**src/rtl/ram_ctrl_pkg.sv**
```systemverilog
// Shared defaults and FSM state encoding for the RAM controller and its load counter.
package ram_ctrl_pkg;

  localparam int ADDR_W_DEF = 4;
  localparam int DATA_W_DEF = 8;

  typedef logic [1:0] state_t;

  localparam state_t ST_RUN     = 2'd0;
  localparam state_t ST_QUIESCE = 2'd1;
  localparam state_t ST_LOAD    = 2'd2;
  localparam state_t ST_FINISH  = 2'd3;

endpackage

```
**src/rtl/ram_ld_counter.sv**
```systemverilog
// Program-load address counter: synchronous clear, increment on enable,
// wrap flag raised while the counter sits on the last RAM address.
module ram_ld_counter #(
  parameter int W = 4
) (
  input  logic         clk,
  input  logic         rst_n,
  input  logic         clr_i,
  input  logic         en_i,
  output logic [W-1:0] cnt_o,
  output logic         wrap_o
);

  logic [W-1:0] cnt_q, cnt_d;

  always_comb begin
    cnt_d = cnt_q;
    if (clr_i)     cnt_d = '0;
    else if (en_i) cnt_d = cnt_q + W'(1);
  end

  always_ff @(posedge clk or negedge rst_n) begin
    if (!rst_n) cnt_q <= '0;
    else        cnt_q <= cnt_d;
  end

  assign cnt_o  = cnt_q;
  assign wrap_o = &cnt_q;

endmodule

```
**src/rtl/ram_ctrl.sv**
```systemverilog
// RAM access arbiter between the CPU bus and a byte-stream program loader.
// The CPU is halted while the loader owns the RAM.
//
// state   | meaning
// RUN     | CPU passthrough to RAM, MAR loadable
// QUIESCE | one-cycle drain: CPU halted, no RAM access, counter cleared
// LOAD    | loader bytes written at the load counter
// FINISH  | one-cycle ld_done pulse, MAR cleared, then back to RUN
module ram_ctrl
  import ram_ctrl_pkg::*;
#(
  parameter int ADDR_W = ADDR_W_DEF,
  parameter int DATA_W = DATA_W_DEF
) (
  input  logic              clk,
  input  logic              rst_n,
  input  logic              cpu_mi,
  input  logic              cpu_ri,
  input  logic              cpu_ro,
  input  logic [DATA_W-1:0] bus_in,
  input  logic              ld_start,
  input  logic              ld_last,
  input  logic              ld_valid,
  input  logic [DATA_W-1:0] ld_data,
  output logic              ld_ready,
  output logic [ADDR_W-1:0] mem_address,
  output logic              ram_ri,
  output logic              ram_ro,
  output logic [DATA_W-1:0] ram_wdata,
  output logic              cpu_halt,
  output logic              ld_done
);

  state_t            state_q, state_d;
  logic [ADDR_W-1:0] mar_q, mar_d;
  logic [ADDR_W-1:0] ld_cnt;
  logic              ld_wrap;
  logic              cnt_clr, cnt_en;

  ram_ld_counter #(.W(ADDR_W)) u_ld_counter (
    .clk    (clk),
    .rst_n  (rst_n),
    .clr_i  (cnt_clr),
    .en_i   (cnt_en),
    .cnt_o  (ld_cnt),
    .wrap_o (ld_wrap)
  );

  always_comb begin
    state_d = state_q;
    mar_d   = mar_q;
    cnt_clr = 1'b0;
    cnt_en  = 1'b0;
    case (state_q)
      ST_RUN: begin
        if (cpu_mi)   mar_d   = bus_in[ADDR_W-1:0];
        if (ld_start) state_d = ST_QUIESCE;
      end
      ST_QUIESCE: begin
        cnt_clr = 1'b1;
        state_d = ST_LOAD;
      end
      ST_LOAD: begin
        if (ld_valid) begin
          cnt_en = 1'b1;
          // Final byte is either flagged by the loader or lands on the last address.
          if (ld_last || ld_wrap) state_d = ST_FINISH;
        end
      end
      ST_FINISH: begin
        mar_d   = '0;
        state_d = ST_RUN;
      end
      default: state_d = ST_RUN;
    endcase
  end

  always_ff @(posedge clk or negedge rst_n) begin
    if (!rst_n) begin
      state_q <= ST_RUN;
      mar_q   <= '0;
    end else begin
      state_q <= state_d;
      mar_q   <= mar_d;
    end
  end

  always_comb begin
    mem_address = mar_q;
    ram_ri      = 1'b0;
    ram_ro      = 1'b0;
    ram_wdata   = bus_in;
    ld_ready    = 1'b0;
    cpu_halt    = 1'b1;
    ld_done     = 1'b0;
    case (state_q)
      ST_RUN: begin
        // Gate with reset so a CPU strobe cannot reach the RAM while reset is held.
        ram_ri   = cpu_ri & rst_n;
        ram_ro   = cpu_ro & rst_n;
        cpu_halt = 1'b0;
      end
      ST_LOAD: begin
        mem_address = ld_cnt;
        ram_wdata   = ld_data;
        ram_ri      = ld_valid;
        ld_ready    = 1'b1;
      end
      ST_FINISH: ld_done = 1'b1;
      default: ;
    endcase
  end

endmodule
```
**config.mk**
```make
export PLATFORM = sky130hd
export DESIGN_NAME = ram_ctrl
export DESIGN_NICKNAME = d
export VERILOG_FILES = /design/src/rtl/ram_ctrl_pkg.sv /design/src/rtl/ram_ld_counter.sv /design/src/rtl/ram_ctrl.sv
export SDC_FILE = /design/constraint.sdc
export NUM_CORES = 1
export LEC_CHECK = 0
export ABC_AREA = 1
export CAP_MARGIN = 10
export CORE_MARGIN = 8
export CORE_UTILIZATION = 33
export DETAILED_ROUTE_END_ITERATION = 8
export GPL_ROUTABILITY_DRIVEN = 0
export GPL_TIMING_DRIVEN = 0
export PLACE_DENSITY = 0.7
export REMOVE_ABC_BUFFERS = 1
export SETUP_SLACK_MARGIN = 0.15
export SLEW_MARGIN = 10
export SYNTH_ARGS = -nofsm -noshare
export SYNTH_HDL_FRONTEND = slang
export SYNTH_HIERARCHICAL = 1
export SYNTH_SLANG_ARGS = --single-unit
```
**constraint.sdc**
```tcl
create_clock -name clk -period 2.2 [get_ports clk]
set_input_delay 0.44 -clock clk [delete_from_list [all_inputs] [get_ports clk]]
set_output_delay 0.44 -clock clk [all_outputs]
set_load 0.02 [all_outputs]
```
==> run_results.csv <==
group,metric,value,unit
outcome,status,"completed",
global_route,grt.overflow.total,0,
placement,placed_area,0.00117,mm^2
power,vdd_drop_max,0.571,mV
floorplan,die-width,63.4,um
sta,setup_viol,0,
sta,layout_min_cycle_time,2.01,ns
drt,dr.pass1.iters,4,
global_route,antenna_found_initial,0,
sta,slew_headroom,65.9,%
placement,portBuffers,40,
setup_path,cp.arrival,1.57,ns
global_route,grt_usage,11.5,%
yosys,ys_types,15,
yosys,synth_area,741,um^2
yosys,yosysWarnings,6,
yosys,synth_seq_cells,10,
cts,cts_buffer_depth,2,
setup_path,r2r-end,"u_ld_counter/cnt_o[3]",
setup_path,crit_path_cell_trace,"inv_1 > ha_2 > nor2_1 > o21ai_0 > clkdlybuf4s15_2",
setup_path,ff2ff_setup_slack,0.80,ns
min_path,hp-class,"in2async",
setup_path,reg2reg_from,"state_q[0]",
yosys,syn_area_per_cell,6.73,um^2
setup_path,critPathMaxStageDelay,0.45,ns
sta,drv_slew,0,
power,p_leak,0.635,nW
yosys,synth_commonest_cells,"36 x nand2_1, 22 x inv_1, 10 x dfrtp_1, 9 x o21ai_0, 7 x ha_1",
setup_path,crit_required,1.76,ns
final_layout,drive_gt1_share,14.7,%
global_route,met1_usage,11.7,%
placement,dpl.hpwl,1850,um
yosys,synthCells,110,
floorplan,io_pins,41,
yosys,async_flop_share,100,%
floorplan,initial_utilization,34.1,%
sta,worstMarginPinSlew,0.512,ns
cts,numCtsBuffers,3,
yosys,yosysMostFrequentCell,"nand2_1",
global_route,met3_usage,3.89,%
setup_path,critical_path_class,"reg2out",
cts,path_clk_slew,0.08,ns
global_route,grt_pass1_vias,851,
sta,min_period_over_period,91.5,%
sta,setup_ws,0.186,ns
final_layout,finish.instance_area,0.00123,mm^2
final_layout,area_growth,66.4,%
cts,cts_sinks,10,
drt,wire_per_inst,12.5,um
floorplan,num_rows,17,
cts,clockRootBuffer,"clkbuf_4",
drt,drt_iter0_drc,41,
drt,drc,0,
power,power.density,1260,mW/mm^2
cts,h-tree-depth,1,
yosys,synth_flop_cell,"dfrtp_1",
floorplan,coreArea,0.00217,mm^2
drt,totalWireLength,2290,um
setup_path,cp-start-kind,"flop",
yosys,synth_top_area_share,33.8,%
drt,via_per_inst,4.61,
setup_path,critPathCaptureType,"output pin",
cts,clock_latency,0.26,ns
setup_path,slowest_stage,"dfrtp_2",
global_route,busiest_layer,"met2",
global_route,grt_use_met2,21.4,%
placement,pre_cts_slack,-0.445,ns
setup_path,path_delay_family,"flip-flops",
yosys,ys_top_cells_by_area,"dfrtp_1 34%, nand2_1 18%, ha_1 12%, inv_1 11%, o21ai_0 6.1%",
setup_path,crit_path_start,"state_q[1]",
cts,cts_tree,"done",
drt,ant_nets,0,
floorplan,die_y,63.4,um
sta,clock_skew,0.00376,ns
sta,hold_viol_final,0,
final_layout,fillCellCount,217,
setup_path,path_buf_inv,2,
floorplan,dieArea,0.00402,mm^2
yosys,synth_top_cell_by_area,"dfrtp_1",
yosys,seq_area_frac_synth,33.8,%
sta,rsz0062_at_grt,"yes",
setup_path,r2r_cells,9,
final_layout,antennaDiodeCount,0,
final_layout,fin_nets,188,
drt,num_vias,848,
global_route,grt_pass1_wl,3860,um
flow_run,cap_violations,0,
setup_path,critPathMaxFanout,6,
sta,fmax,497,MHz
yosys,synth_edf_count,0,
global_route,grt_max_degree,13,
cells by family after synthesis:
family	count (synthesis)	synth area share, %
DFF	10	33.8
buffers and inverters	24	12.5
adders and majority gates	7	11.8
and+or+nand+nor	51	28.7
AOI/OAI and AO/OA	18	13.2
timing repair:
item,in CTS,in global routing
hold buffers,0,0
gates resized for setup,48,10
endpoints found under the setup margin,16,10
pin swaps,0,0
buffers inserted,4,0
sequential cells by signal, summed over array words and instances (netlist names):
name,count
mar_q,4
u_ld_counter/cnt_o,4
state_q,2
worst max-delay path by stage:
stage,end,slack [ns],cells past startpoint
finish,ram_ri,0.19,5
global route,ram_ri,0.1,5
CTS,mem_address[3],0.16,5
detailed placement,ram_ri,-0.44,4
global placement,ram_ri,-0.43,4
floorplan,ram_wdata[4],0.26,5
metrics by stage:
stage	TNS (ns)	std cells	power, W	utilization [%]	hold WS [ns]
floorplan	0	108	0.000926	-	0.144
global placement	-3.78	176	0.00133	53.7	0.508
detailed placement	-4.33	176	0.00137	53.7	0.519
CTS	0	184	0.00157	57.5	0.264
global route	0	184	0.00168	56.8	0.246
finish	0	184	0.00155	56.8	0.213
placed cells by master (no fill, tap or decap):
master and n:
nand2_1 36, clkdlybuf4s50_1 23, inv_1 21, dfrtp_1 9
o21ai_0 8, nor2_1 6, nand3_1 5, ha_1 5
dlygate4sd2_1 5, o22ai_1 4, buf_2 4, clkbuf_4 3
clkdlybuf4s15_1 3, clkdlybuf4s15_2 3, a21oi_1 3, o21ai_1 2
nand4_1 2, clkbuf_2 2, buf_4 2, inv_2 1
ha_2 1, ha_4 1, clkbuf_8 1, buf_12 1
buf_6 1, dfrtp_2 1, nor2_2 1, nor2_4 1
a211oi_1 1
worst reg2reg max path, stage by stage (launching register included):
cell and delay [ns]:
dfrtp_1 0.41, inv_2 0.12, ha_1 0.20, nand2_1 0.08
inv_1 0.14, nor2_2 0.07, nor2_4 0.09, nand3_1 0.07
nand2_1 0.06, nor2_1 0.04
layout make-up:
type	instances	area [um^2]	area share, %
Sequential cell	10	251	20.4
Tap cell	28	35.0	2.84
Timing Repair Buffer	44	414	33.6
Clock buffer	4	36.3	2.94
Multi-Input combinational cell	76	413	33.5
Inverter	22	82.6	6.70
report_power, final:
group          internal, W  total (W)  switching (W)
Clock             0.000100   0.000170      0.0000698
Sequential        0.000261   0.000315      0.0000540
Combinational     0.000438    0.00107       0.000629
Total             0.000800    0.00155       0.000753
per-layer routing:
layer  vias to the layer above  part of all wire, %
met4                         0                  1.0
met1                       388                   39
met2                        21                   54
met3                         4                  5.7
met5                         -                    0
li1                        435                    -
No activity file was read; power rests on OpenSTA's default activity.
